### config.mk
export PLATFORM = sky130hd
export DESIGN_NAME = fetch_unit
export DESIGN_NICKNAME = d
export VERILOG_FILES = /design/src/rtl/fetch_unit.sv
export SDC_FILE = /design/constraint.sdc
export NUM_CORES = 1
export LEC_CHECK = 0
export CORE_MARGIN = 1
export CORE_UTILIZATION = 40
export CTS_BUF_LIST = sky130_fd_sc_hd__clkbuf_8
export CTS_CLUSTER_DIAMETER = 60
export DETAILED_ROUTE_END_ITERATION = 6
export GPL_TIMING_DRIVEN = 0
export HOLD_SLACK_MARGIN = 0.02
export PLACE_DENSITY = 0.91
export SLEW_MARGIN = 40
export SYNTH_ARGS = -nofsm -noshare
export SYNTH_HDL_FRONTEND = slang
export SYNTH_SLANG_ARGS = --single-unit
### constraint.sdc
create_clock -name clk -period 2.85 [get_ports clk]
set_input_delay 0.7125 -clock clk [delete_from_list [all_inputs] [get_ports clk]]
set_output_delay 0.7125 -clock clk [all_outputs]
set_load 0.005 [all_outputs]
### src/rtl/fetch_unit.sv
// Instruction fetch unit: program counter, instruction register and a 3-state fetch FSM.
// Optional hardware return stack enabled by defining FETCH_RET_STACK_EN.
module fetch_unit #(
  parameter int unsigned PC_WIDTH    = 11,
  parameter int unsigned STACK_DEPTH = 8
) (
  input  logic                clk,
  input  logic                rst,
  input  logic                fetch_req,
  input  logic                pc_load,
  input  logic [PC_WIDTH-1:0] pc_value,
  input  logic                call_push,
  input  logic                ret_pop,
  output logic [PC_WIDTH-1:0] imem_addr,
  output logic                imem_req,
  input  logic                imem_ack,
  input  logic [15:0]         imem_data,
  output logic [15:0]         ir,
  output logic [4:0]          opcode,
  output logic [PC_WIDTH-1:0] pc,
  output logic                busy,
  output logic                fetch_done,
  output logic                stack_err
);

  typedef enum logic [1:0] {
    StIdle,
    StReq,
    StDone
  } state_e;

  state_e              state_q, state_d;
  logic [PC_WIDTH-1:0] pc_q, pc_d;
  logic [15:0]         ir_q, ir_d;

`ifdef FETCH_RET_STACK_EN
  localparam int unsigned SpWidth  = $clog2(STACK_DEPTH) + 1;
  localparam int unsigned IdxWidth = (STACK_DEPTH > 1) ? $clog2(STACK_DEPTH) : 1;

  logic [SpWidth-1:0]  sp_q, sp_d;
  logic [PC_WIDTH-1:0] stack_q [STACK_DEPTH];
  logic                stack_err_q, stack_err_d;
  logic                push_en;
  logic [IdxWidth-1:0] push_idx, pop_idx;
  logic                stack_full, stack_empty;

  assign stack_full  = (sp_q == SpWidth'(STACK_DEPTH));
  assign stack_empty = (sp_q == '0);
  assign push_idx    = sp_q[IdxWidth-1:0];
  assign pop_idx     = IdxWidth'(sp_q - SpWidth'(1));
`else
  logic unused_ret_pop;
  assign unused_ret_pop = ret_pop;
  logic unused_depth;
  assign unused_depth = (STACK_DEPTH == 0);
`endif

  always_comb begin
    state_d = state_q;
    pc_d    = pc_q;
    ir_d    = ir_q;
`ifdef FETCH_RET_STACK_EN
    sp_d        = sp_q;
    stack_err_d = stack_err_q;
    push_en     = 1'b0;
`endif
    unique case (state_q)
      StIdle: begin
        // Commands are mutually exclusive per cycle: ret_pop > call_push > pc_load > fetch_req.
`ifdef FETCH_RET_STACK_EN
        if (ret_pop) begin
          if (stack_empty) begin
            stack_err_d = 1'b1;
          end else begin
            sp_d = sp_q - SpWidth'(1);
            pc_d = stack_q[pop_idx];
          end
        end else if (call_push) begin
          if (stack_full) begin
            stack_err_d = 1'b1;
          end else begin
            push_en = 1'b1;
            sp_d    = sp_q + SpWidth'(1);
            pc_d    = pc_value;
          end
        end else
`else
        if (call_push) begin
          pc_d = pc_value;
        end else
`endif
        if (pc_load) begin
          pc_d = pc_value;
        end else if (fetch_req) begin
          state_d = StReq;
        end
      end
      StReq: begin
        if (imem_ack) begin
          ir_d    = imem_data;
          pc_d    = pc_q + PC_WIDTH'(1);
          state_d = StDone;
        end
      end
      StDone: begin
        state_d = StIdle;
      end
      default: begin
        state_d = StIdle;
      end
    endcase
  end

  always_ff @(posedge clk) begin
    if (rst) begin
      state_q <= StIdle;
      pc_q    <= '0;
      ir_q    <= '0;
    end else begin
      state_q <= state_d;
      pc_q    <= pc_d;
      ir_q    <= ir_d;
    end
  end

`ifdef FETCH_RET_STACK_EN
  always_ff @(posedge clk) begin
    if (rst) begin
      sp_q        <= '0;
      stack_err_q <= 1'b0;
    end else begin
      sp_q        <= sp_d;
      stack_err_q <= stack_err_d;
    end
  end

  // Entries need no reset: sp gates every read.
  always_ff @(posedge clk) begin
    if (!rst && push_en) begin
      stack_q[push_idx] <= pc_q;
    end
  end

  assign stack_err = stack_err_q;
`else
  assign stack_err = 1'b0;
`endif

  assign imem_addr  = pc_q;
  assign imem_req   = (state_q == StReq);
  assign busy       = (state_q != StIdle);
  assign fetch_done = (state_q == StDone);
  assign ir         = ir_q;
  assign opcode     = ir_q[15:11];
  assign pc         = pc_q;

endmodule
==> flow_summary.toml <==
[outcome]
status = "complete, no violations"

[clock_network]
cts_made_buffers = 5
cts.sink_count = 29
clk_latency_ns = 0.28
cts_tree = "built"
ctsHoldBuffers = 0
cts_resized = 0
cts-root-buf = "clkbuf_8"
cts_htree_levels = 2
cts.path.max_buffers = 2
cts_setup_buffers = 0
clk_pin_slew_worst_paths_ns = 0.06

[layout]
syn_to_final_growth_pct = 65.0
nFillCells = 289
final_util_pct = 70.9
fin_cells = 319
drive_above_1_share_pct = 13.6
diodes = 0
finalNetCount = 307
seqCellArea_um2 = 581
final_common_cell = "clkdlybuf4s50_1"
multi_input_area_um2 = 672
mostFrequentLayoutCells = "78 x clkdlybuf4s50_1, 38 x nand2_1, 29 x dfxtp_1"

[global_route]
antenna_found_initial = 0
grt_max_degree = 11
grtUsageTotal_pct = 20.2
grt_pass1_wl_mm = 6.31
grt-ovfl-total = 0
grt_pass1_vias = 1424

[power_and_ir_drop]
p_int_uw = 846
pwr-share-clk_pct = 39.4
switching_share_pct = 22.2
p_seq_share_pct = 41.4
p_per_area_nw_per_um2 = 449
comb_power_share_pct = 19.2
total_leakage_power_uw = 0.000903
ir_drop_mv = 0.316
netSwitchingPower_uw = 241
total_power_uw = 1090

[yosys]
synth-simple-area-share_pct = 23.7
ys_ff_latch = 29
ys.warnings.count = 0
synth_nets = 222
synth_mux_area_share_pct = 0.767
synth_top_family_by_area = "simple AND/OR/NAND/NOR gates"
synthAdderAreaFrac_pct = 0.853
syn_area_um2 = 1470
synth_cells = 187
synth-compound-area-share_pct = 20.2
yosysSeqAreaShare_pct = 39.6
syn_avg_cell_area_um2 = 7.85
synth_xor_area_share_pct = 0
synth_cell_types = 37

[flow_run]
drv_cap = 0

[placement]
preCtsSetupSlack_ns = 0.553
gp_congestion = 0.835
dpl.hpwl_mm = 2.83
placed_cells_incl_taps = 311
portBuffers = 78

[drt]
wirelength_mm = 3.76
firstDrtPassIters = 4
wl_per_cell_um = 11.8
drcViolationCount = 0
vias = 1546
drtIter0Drc = 85
antenna_left = 0
vias_per_cell = 4.85

[timing]
setup_viol = 0
finalHoldViolations = 0
slew_headroom_pct = 60.7
finalCritPeriodShare_pct = 84.2
worst_pin_slew_ns = 0.586
final_max_slew_viol_count = 0
final.setup_skew_ns = 0.00476
min_period_ns = 2.40
rsz0062_at_grt = "no"
setup_tns_ns = 0
fin_ws_ns = 0.450
fmax_ghz = 0.417

[die]
io_pins = 81
die_w_um = 62.6
start_util_pct = 43.0
rows = 21
die_area_um2 = 3920
dieHeight_um = 62.6
core_um2 = 3420

[setup_path]
worstSetupEndpointType = "primary output"
crit_required_ns = 2.14
critPathKind = "reg -> out"
crit_arrival_ns = 1.69
crit_fanout = 10
cp-start-kind = "flop"

[worst_hold_path]
hp-class = "reg -> reg"
==> logic make-up (layout without fill, tap and decap cells) <==
logic type / count (synthesis) / count (layout)
muxes: 1 / 1
and+or+nand+nor: 73 / 73
buffers and inverters: 32 / 118
AOI/OAI and AO/OA: 50 / 50
other: 1 / 1
DFF: 29 / 29
adders and majority gates: 1 / 1
==> power by group through the flow <==
| stage | clock (uW) | combinational (uW) | sequential (uW) |
|---|---|---|---|
| floorplan | 0 | 85.7 | 455 |
| global placement | 0 | 207 | 457 |
| global route | 460 | 226 | 453 |
| finish | 428 | 209 | 450 |
| CTS | 438 | 210 | 449 |
| detailed placement | 0 | 209 | 458 |
==> worst paths after layout <==
path,start,end,slack (ns),depth (start not counted)
worst min-delay path,ir[0]$_SDFFE_PP0P_,ir[0]$_SDFFE_PP0P_,0.45,2
worst max-delay path,state_q[1]$_SDFFE_PP0P_,imem_req,0.45,5
worst max register to register,imem_addr[0]$_SDFFE_PP0P_,imem_addr[10]$_SDFFE_PP0P_,1.17,5
worst min register to register,ir[0]$_SDFFE_PP0P_,ir[0]$_SDFFE_PP0P_,0.45,2
==> critical path, stage by stage (launching register included) <==
cell and delay [ns]:
dfxtp_1 0.34, nand2b_2 0.23, inv_2 0.07, buf_6 0.13, buf_6 0.14, clkdlybuf4s50_1 0.50
==> stage by stage <==
step                      hold slack [ns]  area, um2
after floorplan                     0.453       1470
after global placement              0.441       2310
after detailed placement            0.448       2310
after CTS                           0.456       2420
after global routing                0.479       2420
final                               0.452       2420
==> synth_stat cells <==
cell / number / area (um2)
a31o_1: 1 / 8.76
nor3_2: 1 / 10.0
buf_6: 3 / 33.8
nor2b_1: 2 / 12.5
nand3_1: 5 / 25.0
clkbuf_1: 4 / 15.0
nand2_2: 1 / 6.26
a21oi_1: 26 / 130
nand4_1: 3 / 18.8
or2_2: 1 / 6.26
and2b_1: 1 / 7.51
o21ai_1: 1 / 5.00
a221oi_2: 1 / 15.0
o31a_1: 1 / 8.76
ha_1: 1 / 12.5
nand2_1: 38 / 143
a211oi_1: 4 / 30.0
a311oi_1: 2 / 17.5
or3_1: 2 / 12.5
buf_4: 19 / 143
or4_1: 1 / 7.51
o22ai_1: 1 / 6.26
o21ai_0: 10 / 50.1
buf_2: 1 / 5.00
inv_1: 4 / 15.0
conb_1: 1 / 3.75
dfxtp_1: 29 / 581
o32ai_1: 2 / 17.5
nor2_1: 4 / 15.0
nand2b_2: 1 / 8.76
mux2_2: 1 / 11.3
or2_1: 1 / 6.26
and2_1: 5 / 31.3
nor3_1: 5 / 25.0
inv_2: 1 / 3.75
o31ai_1: 1 / 7.51
nand2b_1: 2 / 12.5
==> final cells by class <==
type                            count  share of cell area, %
Clock buffer                        6                   3.41
Inverter                            5                  0.775
Tap cell                           46                   2.38
Multi-Input combinational cell    126                   27.7
Buffer                             27                   8.11
Timing Repair Buffer               78                   32.2
Sequential cell                    29                   24.0
Clock inverter                      2                   1.39
==> registers in the layout, summed over array words and instances, names as in the netlist <==
name / cells
ir: 16
imem_addr: 11
state_q: 2
==> layer usage <==
| metal | up-vias | GRT usage (%) | share of wire, % |
|---|---|---|---|
| li1 | 794 | - | - |
| met4 | 0 | 11.3 | 2.3 |
| met2 | 62 | 33.2 | 49 |
| met1 | 683 | 24.3 | 43 |
| met5 | - | 0 | 0 |
| met3 | 7 | 4.56 | 6.0 |
Power figures use the tool's default switching activity.
